[src/rtl/iread_controller.sv]
`default_nettype none
// iread_controller: read-side sequencer for the banked ping-pong IBRAM.
// Walks conv-window addresses across all banks in lockstep and tags returning data valid.
module iread_controller #(
  parameter  int NUM_BANKS       = 16,
  parameter  int IBRAM_DEPTH     = 1024,
  parameter  int MAX_IN_CHANNEL  = 45,
  parameter  int MAX_KERNEL_SIZE = 5,
  parameter  int MAX_OUT_SEQ     = 160,
  parameter  int BRAM_LATENCY    = 2,
  localparam int AW              = $clog2(IBRAM_DEPTH),
  localparam int CW              = $clog2(MAX_IN_CHANNEL + 1),
  localparam int KW              = $clog2(MAX_KERNEL_SIZE + 1),
  localparam int SW              = $clog2(MAX_OUT_SEQ + 1)
) (
  input  logic                 clk,
  input  logic                 rst,
  input  logic [CW-1:0]        cfg_in_ch,
  input  logic [KW-1:0]        cfg_kernel,
  input  logic [SW-1:0]        cfg_out_seq,
  input  logic [AW-1:0]        cfg_base,
  input  logic                 cfg_valid,
  output logic                 cfg_ready,
  input  logic [1:0]           buf_full,
  output logic [1:0]           buf_release,
  output logic [NUM_BANKS-1:0] enB,
  output logic [AW-1:0]        addrB,
  output logic                 ping_pong,
  output logic                 act_valid,
  input  logic                 act_ready,
  output logic                 layer_done
);

  localparam int DW = $clog2(BRAM_LATENCY + 1);

  typedef enum logic [2:0] {
    S_IDLE     = 3'd0,
    S_WAIT_BUF = 3'd1,
    S_ISSUE    = 3'd2,
    S_DRAIN    = 3'd3,
    S_RELEASE  = 3'd4
  } state_t;

  state_t                  state_q, state_d;
  logic [CW-1:0]           in_ch_q, in_ch_d;
  logic [KW-1:0]           kernel_q, kernel_d;
  logic [SW-1:0]           out_seq_q, out_seq_d;
  logic [AW-1:0]           row_base_q, row_base_d;
  logic [AW-1:0]           tap_base_q, tap_base_d;
  logic [CW-1:0]           c_q, c_d;
  logic [KW-1:0]           k_q, k_d;
  logic [SW-1:0]           pos_q, pos_d;
  logic [DW-1:0]           drain_q, drain_d;
  logic                    ping_pong_q, ping_pong_d;
  logic [BRAM_LATENCY-1:0] vld_q, vld_d;

  logic          issue_w;
  logic          last_c_w, last_k_w, last_pos_w, zero_cfg_w;
  logic [AW-1:0] in_ch_ext_w;

  assign issue_w     = (state_q == S_ISSUE) && act_ready;
  assign last_c_w    = (c_q + CW'(1)) == in_ch_q;
  assign last_k_w    = (k_q + KW'(1)) == kernel_q;
  assign last_pos_w  = (pos_q + SW'(1)) == out_seq_q;
  assign zero_cfg_w  = (in_ch_q == '0) || (kernel_q == '0) || (out_seq_q == '0);
  assign in_ch_ext_w = AW'(in_ch_q);

  assign enB       = {NUM_BANKS{issue_w}};
  assign addrB     = issue_w ? (tap_base_q + AW'(c_q)) : '0;
  assign ping_pong = ping_pong_q;
  assign act_valid = vld_q[BRAM_LATENCY-1];

  always_ff @(posedge clk) begin
    if (rst) begin
      state_q     <= S_IDLE;
      in_ch_q     <= '0;
      kernel_q    <= '0;
      out_seq_q   <= '0;
      row_base_q  <= '0;
      tap_base_q  <= '0;
      c_q         <= '0;
      k_q         <= '0;
      pos_q       <= '0;
      drain_q     <= '0;
      ping_pong_q <= 1'b0;
      vld_q       <= '0;
    end else begin
      state_q     <= state_d;
      in_ch_q     <= in_ch_d;
      kernel_q    <= kernel_d;
      out_seq_q   <= out_seq_d;
      row_base_q  <= row_base_d;
      tap_base_q  <= tap_base_d;
      c_q         <= c_d;
      k_q         <= k_d;
      pos_q       <= pos_d;
      drain_q     <= drain_d;
      ping_pong_q <= ping_pong_d;
      vld_q       <= vld_d;
    end
  end

  always_comb begin
    state_d     = state_q;
    in_ch_d     = in_ch_q;
    kernel_d    = kernel_q;
    out_seq_d   = out_seq_q;
    row_base_d  = row_base_q;
    tap_base_d  = tap_base_q;
    c_d         = c_q;
    k_d         = k_q;
    pos_d       = pos_q;
    drain_d     = drain_q;
    ping_pong_d = ping_pong_q;
    cfg_ready   = 1'b0;
    buf_release = '0;
    layer_done  = 1'b0;
    // Read-data valid tracks the issued enable, independent of FSM state.
    vld_d       = vld_q << 1;
    vld_d[0]    = issue_w;

    case (state_q)
      S_IDLE: begin
        cfg_ready = ~rst;
        if (cfg_valid) begin
          in_ch_d    = cfg_in_ch;
          kernel_d   = cfg_kernel;
          out_seq_d  = cfg_out_seq;
          row_base_d = cfg_base;
          tap_base_d = cfg_base;
          c_d        = '0;
          k_d        = '0;
          pos_d      = '0;
          state_d    = S_WAIT_BUF;
        end
      end
      S_WAIT_BUF: begin
        if (zero_cfg_w) begin
          state_d = S_RELEASE;
        end else if (buf_full[ping_pong_q]) begin
          state_d = S_ISSUE;
        end
      end
      S_ISSUE: begin
        if (act_ready) begin
          if (!last_c_w) begin
            c_d = c_q + CW'(1);
          end else begin
            c_d = '0;
            if (!last_k_w) begin
              k_d        = k_q + KW'(1);
              tap_base_d = tap_base_q + in_ch_ext_w;
            end else begin
              k_d = '0;
              if (last_pos_w) begin
                drain_d = '0;
                state_d = S_DRAIN;
              end else begin
                // Next output position restarts its taps one row further on.
                pos_d      = pos_q + SW'(1);
                row_base_d = row_base_q + in_ch_ext_w;
                tap_base_d = row_base_q + in_ch_ext_w;
              end
            end
          end
        end
      end
      S_DRAIN: begin
        if (drain_q == DW'(BRAM_LATENCY - 1)) begin
          state_d = S_RELEASE;
        end else begin
          drain_d = drain_q + DW'(1);
        end
      end
      S_RELEASE: begin
        buf_release[ping_pong_q] = 1'b1;
        layer_done               = 1'b1;
        ping_pong_d              = ~ping_pong_q;
        state_d                  = S_IDLE;
      end
      default: state_d = S_IDLE;
    endcase
  end

endmodule
`default_nettype wire

[config.mk]
export PLATFORM = sky130hd
export DESIGN_NAME = iread_controller
export DESIGN_NICKNAME = d
export VERILOG_FILES = /design/src/rtl/iread_controller.sv
export SDC_FILE = /design/constraint.sdc
export NUM_CORES = 1
export LEC_CHECK = 0
export CORE_ASPECT_RATIO = 0.6
export CORE_UTILIZATION = 45
export CTS_BUF_LIST = sky130_fd_sc_hd__clkbuf_8 sky130_fd_sc_hd__clkbuf_16
export CTS_CLUSTER_DIAMETER = 200
export DETAILED_ROUTE_END_ITERATION = 7
export GPL_TIMING_DRIVEN = 0
export PLACE_DENSITY = 0.65
export SYNTH_ARGS = -nofsm -noshare
export SYNTH_HDL_FRONTEND = slang
export SYNTH_SLANG_ARGS = --single-unit
[constraint.sdc]
create_clock -name clk -period 3 [get_ports clk]
set_input_delay 0.75 -clock clk [delete_from_list [all_inputs] [get_ports clk]]
set_output_delay 0.75 -clock clk [all_outputs]
set_load 0.02 [all_outputs]
==> results.txt, run 1 <==
Status -> finished, violations left
Failing checks -> negative setup slack
Worst Skew -> 0.00495 ns
Synth top area share -> 28.0%
CP max FO -> 3
Clock sinks -> 62
Synthesized flop and latch total -> 62
Initial drt markers -> 288
Reg2reg start -> k_q[0]$_SDFFE_PP0P_
Pre-CTS WS -> -0.620 ns
Cell Pwr Density -> 487 nW/um^2
Routed Antenna Nets -> 0
H-tree depth -> 3
Maximum vdd drop -> 0.316 mV
Min-delay src -> vld_q[0]$_SDFF_PP0_
R2r endpoint -> k_q[2]$_SDFFE_PP0P_
XOR/XNOR Fraction of Synth Area -> 6.64%
Final hold slack -> 0.452 ns
Layout area overhead -> 30.8%
Die Span Y -> 78.9 microns
FF-to-FF path depth -> 9
Worst skew pair latency -> 0.33 ns
Tmin final -> 3.03 ns
Routed wire length -> 14.0 mm
Most frequent cells in the layout -> nand2_1 (67), dfxtp_1 (56), a21oi_1 (55)
Clock tree buffer depth -> 2
WS Path Type -> flop to output port
Post-synthesis sequential area ratio -> 28.0%
Cells after synthesis -> 566
Synth Net Count -> 624
Drt pass-1 iters -> 5
Max-cap viol count -> 0
Cts bufs inserted -> 9
GP Congestion -> 0.897
DP HPWL -> 10.2 mm
Hold crit path type -> flop to flop
Share of layout cells above drive strength 1 -> 18.4%
Initial core utilization -> 47.3%
Max Freq -> 0.330 GHz
Post-Synth Adder-Cell Area -> 7.57%
Root buffer cell -> clkbuf_16
Setup-failing EPs final -> 2
CTS tree -> done
Worst setup SP type -> flop
Crit path required time -> 2.25 ns
Dominant cell type by area after synthesis -> dfxtp_1
Critical Path AT -> 2.28 ns
Die Wd -> 130 microns
DRC viols -> 0
Tcrit/Tclk final -> 101%
Library cells used by synthesis -> 72
RSZ-0062 raised after global routing -> yes
Port Buffers -> 63
Remaining global-route overflow -> 0
Commonest non-fill, non-tap cell in the layout -> nand2_1
Compound-Gate Fraction of Synth Area -> 26.4%
Slew Viols, Final -> 0
Largest family of logic cells by synthesized area -> compound AO/OA/AOI/OAI gates
Post-synth EDFFs -> 0
Worst slew pin tran -> 0.743 ns
Setup ws final -> -0.0317 ns
Dominant cells by area after synthesis -> dfxtp_1 (28%), a21oi_1 (6.8%), ha_1 (6.2%)
Synthesized area -> 4430 sq um
Global-route wire length before repair -> 22.3 mm
Vias in the first global route -> 4346
Overall Power -> 0.00282 W
Overall routing resource usage -> 29.0%
Avg Cell Area, Syn -> 7.83 sq um
Multiplexer share of the synthesized area -> 2.29%
Top FF cell, synth -> dfxtp_1
Die area -> 10300 sq um
Final #Nets -> 717
Initial antenna violation count -> 0
I/O pins -> 65
Post-synth ARST share -> 0%
Pin count of the biggest net entering global routing -> 13
Critical Path Sink Type -> output port
Simple-Gate Fraction of Synth Area -> 22.4%
Clock transition at the registers of the reported paths -> 0.06 ns
CP Launch Point -> c_q[0]$_SDFFE_PP0P_
Vias/cell -> 5.77
Vias post-DR -> 4580
FF-to-FF setup slack -> 0.17 ns
Fin. Hold Viols -> 0
Hold Path Sink -> vld_q[1]$_SDFF_PP0_
Yosys warns -> 0
Wire length per cell -> 17.6 microns
WHS Path Cells -> 1
Placeable Area -> 9360 sq um
Inserted Diodes -> 0
Row cnt -> 27
Max_slew headroom -> 50.5%
Leakage -> 2.39 nW
## critical path, stage by stage (launching register included)
cell	delay (ns)
dfxtp_4	0.37
ha_4	0.14
inv_2	0.04
fa_2	0.38
nor2b_4	0.15
o21ai_4	0.07
a21oi_2	0.17
o21ai_2	0.11
a21oi_2	0.16
xnor2_1	0.13
nor2_1	0.07
buf_4	0.15
## cells in the mapped netlist, types with 4 or more instances
| cell | number |
|---|---|
| a21oi_2 | 6 |
| mux2i_1 | 9 |
| a311oi_1 | 4 |
| a211oi_1 | 11 |
| ha_1 | 22 |
| or2_2 | 4 |
| a211o_1 | 7 |
| nand2b_1 | 6 |
| clkbuf_1 | 15 |
| and2_1 | 4 |
| nand3b_1 | 4 |
| dfxtp_1 | 62 |
| nor2b_1 | 11 |
| nand3_1 | 11 |
| nand2_1 | 68 |
| a21oi_1 | 60 |
| or3_1 | 7 |
| xnor2_1 | 19 |
| nor3_1 | 13 |
| o21a_1 | 5 |
| a21o_1 | 13 |
| o21bai_1 | 5 |
| buf_2 | 4 |
| inv_1 | 15 |
| buf_4 | 17 |
| nor2_1 | 46 |
| nor4_1 | 5 |
| o21ai_0 | 32 |
| xor2_1 | 12 |
| and3_1 | 6 |
## layer usage
metal  global-route usage, %  vias up  wire, microns
li1                        -     2211              -
met1                    42.2     2175           7090
met2                    43.1      182           5760
met3                    6.13       12           1060
met4                    6.51        0             99
met5                       0        -              0
## worst max path at each step
stage,to,depth (start not counted)
6_report,addrB[8],11
5_1_grt,addrB[8],11
4_1_cts,addrB[9],9
3_5_place_dp,addrB[7],6
3_3_place_gp,cfg_ready,5
2_1_floorplan,addrB[8],10
## per-stage QoR
step                setup TNS (ns)  util [%]  cells  area, sq um
floorplan                        0         -    566         4430
global placement            -15.28      55.8    759         5220
detailed placement          -18.40      55.8    759         5220
CTS                        -0.0486      61.4    794         5740
global route                -0.402      61.9    794         5790
finish                     -0.0363      61.9    794         5790
## power by group
| group | internal (W) | switching (W) | leakage, nW |
|---|---|---|---|
| Sequential | 0.000888 | 0.0000901 | 0.510 |
| Combinational | 0.000292 | 0.000389 | 1.72 |
| Clock | 0.000755 | 0.000409 | 0.159 |
| Total | 0.00194 | 0.000888 | 2.39 |
## cell families after synthesis
group           count (synthesis)
xor+xnor                       32
flops                          62
buf+inv                        57
fa+ha+maj                      25
simple gates                  203
mux                            10
compound gates                177
## registers in the layout (all words and copies together), names as in the netlist
register,count
out_seq_q,8
tap_base_q,10
k_q,3
kernel_q,3
drain_q,2
vld_q,2
state_q,3
c_q,6
in_ch_q,6
ping_pong,1
row_base_q,10
pos_q,8
## layout make-up
| cell class | count | area (sq um) |
|---|---|---|
| tap | 130 | 163 |
| inverter | 15 | 60.1 |
| clock inverter | 6 | 93.8 |
| multi-input combinational | 447 | 3000 |
| timing repair inverter | 2 | 15.0 |
| timing repair buffer | 81 | 713 |
| sequential | 62 | 1260 |
| fill | 865 | 3560 |
| clock buffer | 10 | 239 |
| buffer | 41 | 250 |
## what timing repair did
action                     in CTS  in global routing
gates cloned                    2                  0
setup buffers                  17                  3
resized for setup              86                 11
setup endpoints to repair      31                  7
hold buffers                    0                  0
pin swaps                      10                 11
No activity file was read; power rests on OpenSTA's default activity.
==> run 2: changes to the inputs <==
- CORE_ASPECT_RATIO: 0.6 -> 0.75
==> run 2 against run 1 <==
Compared with the run above:
- the run now ends clean
- register-to-register slack about the same
- sequential power barely moved
- non-clock buffer count is 4 lower
- count of clock-buffer cells in the layout up 2
- first-iteration DRC count up 5.9%
- clock power down 6%
==> results.txt, run 2 (synthesis gave the netlist of run 1 again) <==
Status -> finished, final reports clean
I/O pins -> 65 (unchanged)
Max stage delay on crit path -> 0.40 ns (+0.02 ns)
Worst slew pin tran -> 0.717 ns (-0.0253 ns)
CP cell instances -> ha_4 -> inv_2 -> fa_2 -> nor2b_4 -> o21ai_2 -> a21oi_2 -> o21ai_2 -> a21oi_2 -> xnor2_1 -> nor2_1 -> buf_4
Initial core utilization -> 47.6% (+0.25 points)
R2r endpoint -> row_base_q[1]$_SDFFE_PP0P_
Row cnt -> 30 (+11%)
H-tree depth -> 3 (unchanged)
Leakage -> 2.38 nW (-0.31%)
WHS Path Cells -> 1 (unchanged)
Worst skew pair latency -> 0.34 ns (about the same)
Cell Pwr Density -> 476 nW/um^2 (-2.3%)
Drt pass-1 iters -> 5 (unchanged)
CTS Hold Bufs -> 0 (unchanged)
FF-to-FF path depth -> 8 (-1)
Initial drt markers -> 305 (+5.9%)
Commonest non-fill, non-tap cell in the layout -> nand2_1
Maximum vdd drop -> 0.255 mV (-20%)
Routed Antenna Nets -> 0 (unchanged)
Hold Path Sink -> vld_q[1]$_SDFF_PP0_
Layout area overhead -> 29.8%
Multi-input gate area in the final layout -> 2980 sq um (-0.67%)
WS Path Type -> flop to output port
Setup ws final -> 0.000608 ns (+0.0323 ns)
Worst Skew -> 0.00613 ns (+0.00118 ns)
FILL cells -> 883 (+2.1%)
Die Wd -> 117 microns (-10%)
Fin. Hold Viols -> 0 (unchanged)
Vias in the first global route -> 4126 (-5.1%)
CP max FO -> 3 (unchanged)
FF-to-FF setup slack -> 0.18 ns (about the same)
Remaining global-route overflow -> 0 (unchanged)
Placeable Area -> 9310 sq um (-0.52%)
Critical Path Sink Type -> output port
Top Registers -> row_base_q (10), tap_base_q (10)
Clock sinks -> 62 (unchanged)
Tcrit/Tclk final -> 100% (-1.1 points)
Vias/cell -> 5.67 (-1.6%)
Die Span Y -> 87.9 microns (+12%)
Global-route wire length before repair -> 21.3 mm (-4.5%)
Initial antenna violation count -> 0 (unchanged)
Max Freq -> 0.333 GHz (+1.1%)
Wire length per cell -> 17.1 microns (-3.2%)
Overall routing resource usage -> 27.8% (-1.1 points)
Min-delay src -> vld_q[0]$_SDFF_PP0_
Port Buffers -> 63 (unchanged)
CTS tree -> done
GP Congestion -> 0.920 (+2.6%)
DRC viols -> 0 (unchanged)
Reg2reg start -> k_q[0]$_SDFFE_PP0P_
Max_slew headroom -> 52.2% (+1.7 points)
Pre-CTS WS -> -0.636 ns (-0.0163 ns)
Crit path required time -> 2.25 ns (about the same)
Root buffer cell -> clkbuf_16
Pin count of the biggest net entering global routing -> 11 (-2)
Final #Nets -> 713 (-0.56%)
Clock tree buffer depth -> 2 (unchanged)
Fin cells -> 787 (-0.88%)
Tmin final -> 3.00 ns (-0.0323 ns)
Share of layout cells above drive strength 1 -> 16.8% (-1.5 points)
Most frequent cells in the layout -> nand2_1 (67), dfxtp_1 (56), a21oi_1 (55)
DP Cell Count -> 757 (-0.26%)
Slowest stage cell on the critical path -> fa_2
Max-cap viol count -> 0 (unchanged)
Critical Path AT -> 2.25 ns (-0.03 ns)
Slew Viols, Final -> 0 (unchanged)
RSZ-0062 raised after global routing -> yes
Worst setup SP type -> flop
DP HPWL -> 9.68 mm (-4.8%)
FF/Latch Area -> 1260 sq um (unchanged)
Clock transition at the registers of the reported paths -> 0.06 ns (about the same)
Die area -> 10300 sq um (about the same)
Routed wire length -> 13.4 mm (-4.1%)
Total negative slack -> 0 ns (+0.0363 ns)
Vias post-DR -> 4465 (-2.5%)
Hold crit path type -> flop to flop
Cts bufs inserted -> 9 (unchanged)
Inserted Diodes -> 0 (unchanged)
Setup-failing EPs final -> 0 (-2)
[run 2: changes by cell type in the layout (fill, tap and decap cells not counted), moves of 2 or more]
cell | before | now
buf_4 | 45 | 33
clkbuf_8 | 1 | 3
clkdlybuf4s50_1 | 36 | 46
clkinv_4 | 2 | 0
dlygate4sd2_1 | 16 | 7
dlymetal6s2s_1 | 0 | 4
ha_1 | 18 | 20
ha_4 | 4 | 2
[run 2: area by class of cell]
type	instances	area share [%]
inverters	15	1.04
clock inverters	3	0.740
repair buffers	76	12.4
flip-flops and latches	62	21.9
multi-input cells	447	51.8
clock buffers	12	4.64
repair inverters	2	0.218
well taps	128	2.79
plain buffers	42	4.48
[run 2: critical path, delay by kind of cell, from the launching register on]
family | cells | cell delay (ns)
buffers and inverters | 2 | 0.20
AOI/OAI and AO/OA | 4 | 0.49
adders and majority gates | 2 | 0.54
DFF | 1 | 0.36
xor gates and xnor gates | 1 | 0.12
and+or+nand+nor | 2 | 0.20
[run 2: worst max-delay path by stage]
stage,slack (ns),cells past startpoint,endpoint,start
global route,-0.13,11,addrB[8],tap_base_q[0]$_SDFFE_PP0P_
floorplan,0.18,10,addrB[8],c_q[0]$_SDFFE_PP0P_
finish,0.0006,11,addrB[8],tap_base_q[0]$_SDFFE_PP0P_
global placement,-0.56,6,addrB[7],act_ready
CTS,-0.04,11,addrB[8],c_q[0]$_SDFFE_PP0P_
detailed placement,-0.64,6,addrB[7],act_ready
[run 2: what timing repair did]
item	CTS	global route
gates cloned	2	0
hold endpoints to repair	0	0
pin swaps	11	11
gates resized for setup	62	21
buffers inserted	12	2
setup endpoints to repair	30	22
[run 2: report_power, final]
| group | switching [W] | internal, W |
|---|---|---|
| clock network | 0.000383 | 0.000704 |
| registers | 0.0000865 | 0.000888 |
| logic | 0.000382 | 0.000293 |
[run 2: stage by stage]
step | util [%] | cell area (sq um) | total power [W] | hold slack [ns]
2_1_floorplan | - | 4430 | 0.00142 | 0.414
3_3_place_gp | 56.1 | 5220 | 0.00162 | 0.417
5_1_grt | 61.8 | 5750 | 0.00286 | 0.471
4_1_cts | 61.1 | 5690 | 0.00273 | 0.457
3_5_place_dp | 56.1 | 5220 | 0.00164 | 0.445
6_report | 61.8 | 5750 | 0.00274 | 0.461
[run 2: metal layers]
layer / GRT usage (%) / routed length (microns)
met4: 7.83 / 155
met5: 0 / 0
met1: 39.7 / 6710
met2: 42.0 / 5740
met3: 6.30 / 834
